File: src/rtl/ram_8_if.sv
// ram_8_if -- bus bundle for the 8 x 16-bit register bank.
//   in      : write data (master -> bank)
//   load    : write strobe (master -> bank)
//   address : word select for write and read (master -> bank)
//   out     : read data for address (bank -> master)
//   busy    : clear sequence in progress, writes ignored (bank -> master)
interface ram_8_if;
  logic [15:0] in;
  logic        load;
  logic [2:0]  address;
  logic [15:0] out;
  logic        busy;

  modport master (output in, load, address, input out, busy);
  modport slave  (input in, load, address, output out, busy);
endinterface

File: src/rtl/ram_8.sv
// ram_8 -- eight-word, 16-bit register bank with post-reset clear sequencer.
// Ports:
//   clk   : single clock, rising edge
//   reset : synchronous, active-high; restarts the 8-cycle clear
//   bus   : ram_8_if.slave (in, load, address -> out, busy)
// After reset the sequencer zeroes one word per cycle; busy is high and out
// is forced to zero until all eight words are cleared. Reads are
// combinational through mux_8_way_16.
// Optional build macro RAM_8_BYPASS_EN: while READY with load=1, out shows
// in combinationally (write-through); stored contents are unaffected.

module mux_8_way_16 (
  input  logic [15:0] a, b, c, d, e, f, g, h,
  input  logic [2:0]  sel,
  output logic [15:0] out
);
  always_comb begin
    out = a;
    case (sel)
      3'd0: out = a;
      3'd1: out = b;
      3'd2: out = c;
      3'd3: out = d;
      3'd4: out = e;
      3'd5: out = f;
      3'd6: out = g;
      3'd7: out = h;
      default: out = a;
    endcase
  end
endmodule

module ram_8 (
  input  logic    clk,
  input  logic    reset,
  ram_8_if.slave  bus
);
  typedef enum logic {CLEAR = 1'b0, READY = 1'b1} state_t;

  state_t            state_q;
  logic [2:0]        cnt_q;
  logic              busy_q;
  logic [7:0][15:0]  mem_q, mem_d;
  logic [15:0]       mux_out;

  // Single write port shared by the clear sequencer and the bus. Reset edges
  // never write: the words stay as they were until the clear reaches them.
  always_comb begin
    mem_d = mem_q;
    if (!reset) begin
      if (state_q == CLEAR)
        mem_d[cnt_q] = '0;
      else if (bus.load)
        mem_d[bus.address] = bus.in;
    end
  end

  // Storage has no reset; it is cleared by the sequencer instead.
  always_ff @(posedge clk) mem_q <= mem_d;

  always_ff @(posedge clk) begin
    if (reset) begin
      state_q <= CLEAR;
      cnt_q   <= 3'd0;
      busy_q  <= 1'b1;
    end else begin
      case (state_q)
        CLEAR: begin
          if (cnt_q == 3'd7) begin
            state_q <= READY;
            busy_q  <= 1'b0;
          end else begin
            cnt_q <= cnt_q + 3'd1;
          end
        end
        READY: ;
        default: begin
          state_q <= CLEAR;
          cnt_q   <= 3'd0;
          busy_q  <= 1'b1;
        end
      endcase
    end
  end

  mux_8_way_16 u_mux (
    .a(mem_q[0]), .b(mem_q[1]), .c(mem_q[2]), .d(mem_q[3]),
    .e(mem_q[4]), .f(mem_q[5]), .g(mem_q[6]), .h(mem_q[7]),
    .sel(bus.address),
    .out(mux_out)
  );

  assign bus.busy = busy_q;

  always_comb begin
    bus.out = 16'h0000;
    if (state_q == READY) begin
`ifdef RAM_8_BYPASS_EN
      bus.out = bus.load ? bus.in : mux_out;
`else
      bus.out = mux_out;
`endif
    end
  end
endmodule
File: src/flat_wrapper.sv
// flat-port wrapper written by rule: the top's interface ports become plain ports
module ram_8_flat 
  (clk, reset, bus_in, bus_load, bus_address, bus_out, bus_busy);
  ram_8_if bus_i ();
  input  logic clk;
  input  logic reset;
  input wire logic [$bits(bus_i.in)-1:0] bus_in;
  input wire logic [$bits(bus_i.load)-1:0] bus_load;
  input wire logic [$bits(bus_i.address)-1:0] bus_address;
  output wire logic [$bits(bus_i.out)-1:0] bus_out;
  output wire logic [$bits(bus_i.busy)-1:0] bus_busy;
  assign bus_i.in = bus_in;
  assign bus_i.load = bus_load;
  assign bus_i.address = bus_address;
  assign bus_out = bus_i.out;
  assign bus_busy = bus_i.busy;
  ram_8 u_core (.clk(clk), .reset(reset), .bus(bus_i));
endmodule
File: config.mk
export PLATFORM = sky130hd
export DESIGN_NAME = ram_8_flat
export DESIGN_NICKNAME = d
export VERILOG_FILES = /design/src/rtl/ram_8_if.sv /design/src/rtl/ram_8.sv /design/src/flat_wrapper.sv
export SDC_FILE = /design/constraint.sdc
export NUM_CORES = 1
export LEC_CHECK = 0
export ABC_AREA = 1
export BUFFER_PORTS_ARGS = -buffer_cell sky130_fd_sc_hd__buf_2
export CAP_MARGIN = 10
export CELL_PAD_IN_SITES_DETAIL_PLACEMENT = 0
export CELL_PAD_IN_SITES_GLOBAL_PLACEMENT = 1
export CORE_UTILIZATION = 45
export DETAILED_ROUTE_END_ITERATION = 7
export PLACE_DENSITY = 0.88
export SYNTH_ARGS = -nofsm -noshare
export SYNTH_HDL_FRONTEND = slang
export SYNTH_SLANG_ARGS = --single-unit
File: constraint.sdc
create_clock -name clk -period 3.3 [get_ports clk]
set_input_delay 0.66 -clock clk [delete_from_list [all_inputs] [get_ports clk]]
set_output_delay 0.66 -clock clk [all_outputs]
set_load 0.02 [all_outputs]
==> metrics.yaml, run 1 <==
synthesis:
  synth-seq-cells: 133
  synth_top_area_share_pct: 55.1
  synth_top_family_by_area: "simple AND/OR/NAND/NOR gates"
  post-synth-top-count-cell: "nand3_1"
  postSynthAreaPerCell_um2: 9.21
  yosys.area.top_type: "edfxtp_1"
  synth-edff-count: 128
  synthAdderAreaFrac_pct: 0.359
  ys_types: 20
  synth_seq_area_share_pct: 56.5
  synth_nets: 782
  yosys.area_share.simple_pct: 23.8
  synth-async-reset-ratio_pct: 0
  synth_compound_area_share_pct: 13.7
  ys_warn_count: 0
  synthTopCellsByCount: "171 x nand3_1, 160 x o21ai_0, 128 x edfxtp_1"
  synthFlopType: "edfxtp_1"
  syn_area_um2: 6980
  synthTopCellsByArea: "edfxtp_1 55%, nand3_1 12%, o21ai_0 11%"
  muxShareOfSynthArea_pct: 0
  synth_cells: 758
  synth_xor_area_share_pct: 0
finish:
  multiInputGateArea_um2: 2640
  synthToLayoutAreaGrowth_pct: 14.4
  finalNonFillerCells: 987
  n_antenna_cell: 0
  n_fill_cell: 1370
  layout.nets: 810
  seqCellArea_um2: 3940
  fin_area_um2: 7980
  drive_gt1_share_pct: 13.8
routing:
  dr.first_iter.drc_count: 1001
  drc: 0
  final_antenna_net_count: 0
  first_pass_iters: 6
  drt-vias-per-instance: 6.40
  wirelength_um: 21600
  num_vias: 6314
  wl_per_cell_um: 21.9
power:
  pwr-share-comb_pct: 11.1
  p_sw_share_pct: 25.2
  seqPwrFrac_pct: 46.5
  intPower_mw: 3.51
  leakage_nw: 3.16
  ir_drop_v: 0.000393
  clockPowerShare_pct: 42.4
  p_switching_mw: 1.18
  powerDensity_nw_per_um2: 589
sta:
  period_minus_slack_ns: 2.89
  slew_headroom_pct: 38.3
  max_slew.worst_pin.slew_ns: 0.925
  timing.hold.ws_ns: 0.406
  hold_viol: 0
  maxSlewViolCount: 0
  fin_worst_skew_ns: 0.00498
  setup_viol: 0
  max_freq_mhz: 346
  fin_crit_sh_pct: 87.5
  setup_slack_ns: 0.412
  tns_ns: 0
  rsz0062_at_grt: "no"
floorplanning:
  ios: 39
  die-area_um2: 16000
  core-area_um2: 15100
  initial_core_util_pct: 46.1
  die_h_um: 127
  rows: 45
  die_x_um: 127
place:
  dp_worst_setup_slack_ns: 0.446
  postPlaceCellArea_um2: 7370
  gp_congestion: 0.864
  port_buffers: 38
  dp.final_hpwl_um: 14200
  placed_cells: 955
global_routing:
  grt_pass1_wl_um: 32900
  grt_pass1_vias: 5684
  grt_max_degree: 88
  grt_usage_pct: 27.7
  grt_overflow_total: 0
  antenna_found_initial: 0
cts:
  cts_setup_buffers: 0
  htreeDepth: 4
  clk_latency_ns: 0.43
  post_cts_resized: 0
  cts_made_buffers: 17
  cts_root_buffer: "clkbuf_16"
  clockBufferDepth: 2
  cts.clk_slew.worst_paths_ns: 0.06
  cts.sinks: 133
  cts_tree: "yes"
  hold_buffers: 0
worst_setup_path:
  start_kind: "input port"
  crit_slowest_cell: "buf_2"
  cp_max_fo: 33
  critPathLaunch: "bus_address[2]"
  r2r_start: "u_core.state_q"
  cp_common_cell: "buf_2"
  reg2reg_to: "u_core.mem_q[105]"
  critPathCaptureType: "output pin"
  max_stage_delay_ns: 0.30
  reg2regPathDepth: 6
  reg2reg_setup_slack_ns: 0.87
  cp.arrival_ns: 2.23
  critPathKind: "input port to output pin"
  critPathRequiredTime_ns: 2.64
  cp_cell_sequence: "buf_2 -> inv_2 -> nand2_1 -> buf_4 -> o21ai_0 -> a21oi_1 -> buf_2"
min_path:
  hold_path_class: "input port to flip-flop"
  min_to: "u_core.state_q"
  min_path_cells: 2
  min_from: "reset"
run:
  max_cap_viol_count: 0
run_status:
  status: "complete, no violations"
## worst max-delay path, delay by kind of cell
kind | cells | cell delay, ns
simple gates | 1 | 0.11
compound gates | 2 | 0.43
buf+inv | 4 | 1.02
## layer usage
metal	global-route usage, %	vias up	wire [um]
met5	0	-	0
met4	13.1	0	618
met3	5.90	47	1940
met2	43.5	369	10200
met1	36.8	3049	8830
li1	-	2849	-
## placed cells by master, fill, tap and decap left out, types with 2 or more instances in the layout
cell type   count
a21oi_1        26
buf_2          38
buf_4          34
bufinv_16       4
clkbuf_16      17
clkinv_1        2
clkinv_2        3
clkinv_4        2
clkinvlp_4      4
dfxtp_1         5
edfxtp_1      128
ha_1            2
inv_1          21
inv_2           2
nand2_1        71
nand3_1       171
nand4_1        48
nor2_1         50
nor2_4          2
o21ai_0       160
o21ai_1         4
## sequential cells by signal (all words and copies together), names as in the netlist
signal,cells
u_core.mem_q,128
u_core.bus.busy,1
u_core.state_q,1
u_core.cnt_q,3
## how the worst max path moves through the flow
stage / endpoint / slack (ns)
2_1_floorplan: u_core.mem_q[32] / 0.74
3_3_place_gp: bus_out[13] / 0.47
3_5_place_dp: bus_out[13] / 0.45
4_1_cts: bus_out[13] / 0.43
5_1_grt: bus_out[13] / 0.33
6_report: bus_out[13] / 0.41
## kinds of logic after synthesis
logic type	Yosys count
DFF	133
adders and majority gates	2
AOI/OAI and AO/OA	191
buffers and inverters	88
and+or+nand+nor	344
## per-stage QoR
step                utilization, %  total power [mW]
finish                        52.7              4.70
global route                  52.7              4.83
detailed placement            48.6              2.72
global placement              48.6              2.69
floorplan                        -              2.54
CTS                           52.7              4.69
## final cells by class
cell class                      count  area share [%]
Timing Repair Buffer               72            5.58
Clock buffer                       18            5.38
Clock inverter                     14            2.32
Sequential cell                   133            49.4
Multi-Input combinational cell    537            33.1
Inverter                           25            1.22
Tap cell                          188            2.95
## power groups by stage
stage	clock [mW]	combinational (mW)	sequential (mW)
floorplan	0	0.363	2.17
global placement	0	0.486	2.20
detailed placement	0	0.510	2.21
CTS	2.00	0.512	2.18
global route	2.06	0.579	2.20
finish	1.99	0.520	2.18
Power figures use the tool's default switching activity.
==> run 2, diff against run 1 <==
--- a/config.mk
+++ b/config.mk
@@ -8,11 +8,9 @@
 export ABC_AREA = 1
 export BUFFER_PORTS_ARGS = -buffer_cell sky130_fd_sc_hd__buf_2
 export CAP_MARGIN = 10
-export CELL_PAD_IN_SITES_DETAIL_PLACEMENT = 0
-export CELL_PAD_IN_SITES_GLOBAL_PLACEMENT = 1
 export CORE_UTILIZATION = 45
 export DETAILED_ROUTE_END_ITERATION = 7
-export PLACE_DENSITY = 0.88
+export PLACE_DENSITY = 0.74
 export SYNTH_ARGS = -nofsm -noshare
 export SYNTH_HDL_FRONTEND = slang
 export SYNTH_SLANG_ARGS = --single-unit
==> run 2 against run 1 <==
  * Via count grew 0.73%
  * Die area is the same
  * Critical path depth grew 2
  * Critical endpoint is now bus_out[8]
  * Largest cell class unchanged
==> metrics.yaml, run 2 (same netlist as run 1, synthesis figures left out) <==
finish:
  largest_reg_flops: 128  # unchanged
  drive_gt1_share_pct: 13.7  # was 13.8%
  synthToLayoutAreaGrowth_pct: 15.3  # was 14.4%
  n_fill_cell: 1348  # was 1370
  mostFrequentLayoutCells: "171 x nand3_1, 160 x o21ai_0, 128 x edfxtp_1"  # unchanged
  layout.nets: 809  # was 810
  regMostFlops: "u_core.mem_q"  # unchanged
  finalNonFillerCells: 986  # was 987
  top_regs: "u_core.mem_q: 128 flops, u_core.cnt_q: 3 flops"  # unchanged
  mostFrequentLayoutCell: "nand3_1"  # unchanged
  n_antenna_cell: 0  # unchanged
  fin_area_um2: 8050  # was 7980 um^2
sta:
  maxSlewViolCount: 0  # unchanged
  rsz0062_at_grt: "no"  # unchanged
  timing.hold.ws_ns: 0.395  # was 0.406 ns
  period_minus_slack_ns: 2.78  # was 2.89 ns
  max_freq_mhz: 360  # was 346 MHz
  max_slew.worst_pin.slew_ns: 0.940  # was 0.925 ns
  setup_viol: 0  # unchanged
  hold_viol: 0  # unchanged
  fin_crit_sh_pct: 84.2  # was 87.5%
  slew_headroom_pct: 36.9  # was 38.3%
  fin_worst_skew_ns: 0.00431  # was 0.00498 ns
  tns_ns: 0  # unchanged
global_routing:
  grt_max_degree: 130  # was 88
  grt_pass1_vias: 5801  # was 5684
  antenna_found_initial: 0  # unchanged
  grtUsageMet1_pct: 39.4  # was 36.8%
  met3_usage_pct: 7.84  # was 5.90%
  grt_usage_pct: 27.9  # was 27.7%
  use_met2_pct: 39.6  # was 43.5%
  grt_pass1_wl_um: 33400  # was 32900 um
  grt_overflow_total: 0  # unchanged
  top_usage_layer: "met2"  # unchanged
cts:
  post_cts_resized: 0  # unchanged
  hold_buffers: 0  # unchanged
  cts.sinks: 133  # unchanged
  cts_made_buffers: 17  # unchanged
  clockBufferDepth: 2  # unchanged
  cts_root_buffer: "clkbuf_16"  # unchanged
  cts_setup_buffers: 0  # unchanged
  clk_latency_ns: 0.43  # about the same
  htreeDepth: 4  # unchanged
  cts_tree: "yes"  # unchanged
  cts.clk_slew.worst_paths_ns: 0.06  # about the same
worst_setup_path:
  critPathKind: "input port to output pin"  # unchanged
  crit_buf_inv: 4  # unchanged
  critPathCaptureType: "output pin"  # unchanged
  reg2regPathDepth: 5  # was 6
  reg2reg_setup_slack_ns: 1.00  # was 0.87 ns
  crit_family: "buffers and inverters"  # unchanged
  cp_max_fo: 25  # was 33
  start_kind: "input port"  # unchanged
  path_depth: 9  # was 7
  critPathRequiredTime_ns: 2.64  # about the same
  crit_slowest_cell: "buf_4"  # was buf_2
  max_stage_delay_ns: 0.32  # was 0.30 ns
  cp_cell_sequence: "buf_2 -> buf_4 -> nor2_4 -> buf_4 -> o21ai_0 -> nand2_1 -> nor2_1 -> a21oi_1 -> buf_2"  # was buf_2 -> inv_2 -> nand2_1 -> buf_4 -> o21ai_0 -> a21oi_1 -> buf_2
  cp.arrival_ns: 2.12  # was 2.23 ns
place:
  postPlaceCellArea_um2: 7410  # was 7370 um^2
  gp_congestion: 0.939  # was 0.864
  dp.final_hpwl_um: 13600  # was 14200 um
  placed_cells: 954  # was 955
  port_buffers: 38  # unchanged
routing:
  dr.first_iter.drc_count: 1060  # was 1001
  drt-vias-per-instance: 6.45  # was 6.40
  wirelength_um: 21400  # was 21600 um
  drc: 0  # unchanged
  first_pass_iters: 5  # was 6
  num_vias: 6360  # was 6314
  wl_per_cell_um: 21.7  # was 21.9 um
  final_antenna_net_count: 0  # unchanged
min_path:
  hold_path_class: "input port to flip-flop"  # unchanged
  min_path_cells: 2  # unchanged
run:
  max_cap_viol_count: 0  # unchanged
floorplanning:
  ios: 39  # unchanged
  core-area_um2: 15100  # unchanged
  initial_core_util_pct: 46.1  # unchanged
  die-area_um2: 16000  # unchanged
  rows: 45  # unchanged
  die_x_um: 127  # unchanged
  die_h_um: 127  # unchanged
power:
  ir_drop_v: 0.000500  # was 0.000393 V
  leakage_nw: 3.20  # was 3.16 nW
  powerDensity_nw_per_um2: 594  # was 589 nW/um^2
run_status:
  status: "complete, no violations"  # unchanged
## run 2: cell types whose count changed in the layout (fill, tap and decap cells not counted), moves of 2 or more
cell | before | now
buf_12 | 0 | 4
buf_4 | 34 | 29
clkinvlp_4 | 4 | 0
inv_6 | 0 | 2
## run 2: through the flow
step           setup WS [ns]  power [mW]  utilization, %
5_1_grt                0.456        4.94            53.1
6_report               0.523        4.78            53.1
3_3_place_gp           0.609        2.71            48.9
2_1_floorplan          0.742        2.54               -
4_1_cts                0.555        4.77            53.1
3_5_place_dp           0.583        2.73            48.9
## run 2: report_power, final
part           switching [mW]  leakage, nW  internal [mW]
clock                   0.731        0.311           1.33
sequential              0.103         1.31           2.08
combinational           0.351         1.58          0.183
## run 2: final cells by class
cell class / count / area, um^2 / area share, %
multi-input cells: 537 / 2650 / 32.9
clock buffers: 18 / 429 / 5.33
clock inverters: 14 / 206 / 2.56
well taps: 188 / 235 / 2.92
inverters: 25 / 98.8 / 1.23
repair buffers: 71 / 488 / 6.06
flip-flops and latches: 133 / 3940 / 49.0
## run 2: final timing paths
kind                        start               end
setup / recovery   bus_address[0]        bus_out[8]
hold / removal              reset    u_core.state_q
setup reg to reg   u_core.state_q  u_core.mem_q[79]
hold reg to reg   u_core.bus.busy   u_core.bus.busy
## run 2: metal layers
layer / wire, um / vias up
met2: 9430 / 441
met3: 2490 / 78
met1: 8650 / 2978
li1: - / 2863
met4: 820 / 0
met5: 0 / -
==> run 3, diff against run 2 <==
==> constraint.sdc (replaced) <==
create_clock -name clk -period 2.7 [get_ports clk]
set_input_delay 0.54 -clock clk [delete_from_list [all_inputs] [get_ports clk]]
set_output_delay 0.54 -clock clk [all_outputs]
set_load 0.02 [all_outputs]
==> run 3 against run 2 <==
  * Critical path depth is the same
  * Final cell count grew 0.41%
  * Die area is the same
  * First-iteration DRC count grew 5.9%
  * Critical endpoint is now bus_out[5]
==> metrics.yaml, run 3 (same netlist as run 1, synthesis figures left out) <==
worst_setup_path:
  cp_max_fo: 22  # was 25
  critPathKind: "input port to output pin"  # unchanged
  cp.arrival_ns: 1.85  # was 2.12 ns
  start_kind: "input port"  # unchanged
  critPathRequiredTime_ns: 2.16  # was 2.64 ns
  reg2reg_setup_slack_ns: 0.81  # was 1.00 ns
  critPathCaptureType: "output pin"  # unchanged
finish:
  seqCellArea_um2: 3950  # was 3940 um^2
  mostFrequentLayoutCell: "nand3_1"  # unchanged
  drive_gt1_share_pct: 13.6  # was 13.7%
  fin_util_pct: 52.6  # was 53.1%
  layout.nets: 815  # was 809
  mostFrequentLayoutCells: "171 x nand3_1, 160 x o21ai_0, 128 x edfxtp_1"  # unchanged
  largest_reg_flops: 128  # unchanged
  finalNonFillerCells: 990  # was 986
  synthToLayoutAreaGrowth_pct: 14.2  # was 15.3%
  regMostFlops: "u_core.mem_q"  # unchanged
  n_fill_cell: 1335  # was 1348
  top_regs: "u_core.mem_q: 128 flops, u_core.cnt_q: 3 flops"  # unchanged
  multiInputGateArea_um2: 2650  # unchanged
  n_antenna_cell: 0  # unchanged
floorplanning:
  initial_core_util_pct: 46.1  # unchanged
  die-area_um2: 16000  # unchanged
  ios: 39  # unchanged
  rows: 45  # unchanged
  die_x_um: 127  # unchanged
  core-area_um2: 15100  # unchanged
  die_h_um: 127  # unchanged
cts:
  cts.sinks: 133  # unchanged
  cts.clk_slew.worst_paths_ns: 0.05  # was 0.06 ns
  cts_setup_buffers: 0  # unchanged
  cts_made_buffers: 17  # unchanged
  cts_tree: "yes"  # unchanged
  clk_latency_ns: 0.43  # about the same
  post_cts_resized: 0  # unchanged
  clockBufferDepth: 2  # unchanged
  cts_root_buffer: "clkbuf_16"  # unchanged
  hold_buffers: 0  # unchanged
  htreeDepth: 4  # unchanged
sta:
  setup_viol: 0  # unchanged
  tns_ns: 0  # unchanged
  max_slew.worst_pin.slew_ns: 0.885  # was 0.940 ns
  period_minus_slack_ns: 2.39
  fin_worst_skew_ns: 0.00663  # was 0.00431 ns
  rsz0062_at_grt: "no"  # unchanged
  slew_headroom_pct: 40.9  # was 36.9%
  setup_slack_ns: 0.311  # was 0.523 ns
  fin_crit_sh_pct: 88.5
  max_freq_mhz: 419
  maxSlewViolCount: 0  # unchanged
  hold_viol: 0  # unchanged
power:
  powerDensity_nw_per_um2: 677  # was 594 nW/um^2
  finalPower_mw: 5.39  # was 4.78 mW
  ir_drop_v: 0.000479  # was 0.000500 V
  leakage_nw: 3.17  # was 3.20 nW
routing:
  first_pass_iters: 6  # was 5
  wl_per_cell_um: 21.7  # about the same
  drt-vias-per-instance: 6.54  # was 6.45
  final_antenna_net_count: 0  # unchanged
  wirelength_um: 21500  # was 21400 um
  drc: 0  # unchanged
  dr.first_iter.drc_count: 1123  # was 1060
  num_vias: 6474  # was 6360
place:
  port_buffers: 38  # unchanged
  dp_worst_setup_slack_ns: 0.329  # was 0.583 ns
  gp_congestion: 0.953  # was 0.939
  dp.final_hpwl_um: 13900  # was 13600 um
  placed_cells: 960  # was 954
global_routing:
  grt_pass1_vias: 5763  # was 5801
  grt_pass1_wl_um: 33100  # was 33400 um
  antenna_found_initial: 0  # unchanged
  grt_usage_pct: 27.6  # was 27.9%
  grt_overflow_total: 0  # unchanged
  grt_max_degree: 130  # unchanged
min_path:
  hold_path_class: "input port to flip-flop"  # unchanged
run:
  max_cap_viol_count: 0  # unchanged
run_status:
  status: "complete, no violations"  # unchanged
run 3: changes by cell type in the layout (fill, tap and decap cells not counted), sizes merged:
| cell | before | now |
|---|---|---|
| buf | 71 | 77 |
| bufinv | 5 | 1 |
| clkbuf | 18 | 23 |
| clkinv | 7 | 5 |
| clkinvlp | 0 | 1 |
| inv | 27 | 25 |
run 3: path summary, 6_finish.rpt:
path	start	endpoint	cells after the start
worst max-delay path	bus_address[1]	bus_out[5]	9
worst min-delay path	reset	u_core.state_q	2
worst max register to register	u_core.cnt_q[2]	u_core.mem_q[50]	4
worst min register to register	u_core.bus.busy	u_core.bus.busy	2
run 3: stage by stage:
step | area (um^2) | hold WS [ns]
3_5_place_dp | 7460 | 0.444
2_1_floorplan | 6980 | 0.522
4_1_cts | 7970 | 0.282
3_3_place_gp | 7460 | 0.435
5_1_grt | 7970 | 0.275
6_report | 7970 | 0.279
run 3: final cells by class:
class	instances	area share, %
Tap cell	188	2.95
Timing Repair Buffer	77	6.69
Inverter	25	1.24
Sequential cell	133	49.5
Clock inverter	7	0.738
Multi-Input combinational cell	537	33.2
Clock buffer	23	5.62
run 3: routing by layer:
| metal | share of wire [%] | global-route usage, % | up-vias |
|---|---|---|---|
| met5 | 0 | 0 | - |
| met4 | 3.4 | 12.5 | 0 |
| met3 | 12 | 7.89 | 66 |
| met2 | 44 | 40.1 | 467 |
| met1 | 41 | 38.2 | 3084 |
| li1 | - | - | 2857 |
run 3: critical path, cell delays in order:
cell	delay, ns
buf_2	0.23
inv_4	0.08
nor2_8	0.09
nand2_2	0.08
buf_12	0.17
nor2_1	0.20
nor2_1	0.08
a21oi_1	0.17
buf_2	0.19
run 3: where the power goes:
part | total, mW | switching (mW) | internal (mW)
registers | 2.67 | 0.126 | 2.54
logic | 0.659 | 0.431 | 0.228
clock network | 2.06 | 0.825 | 1.24
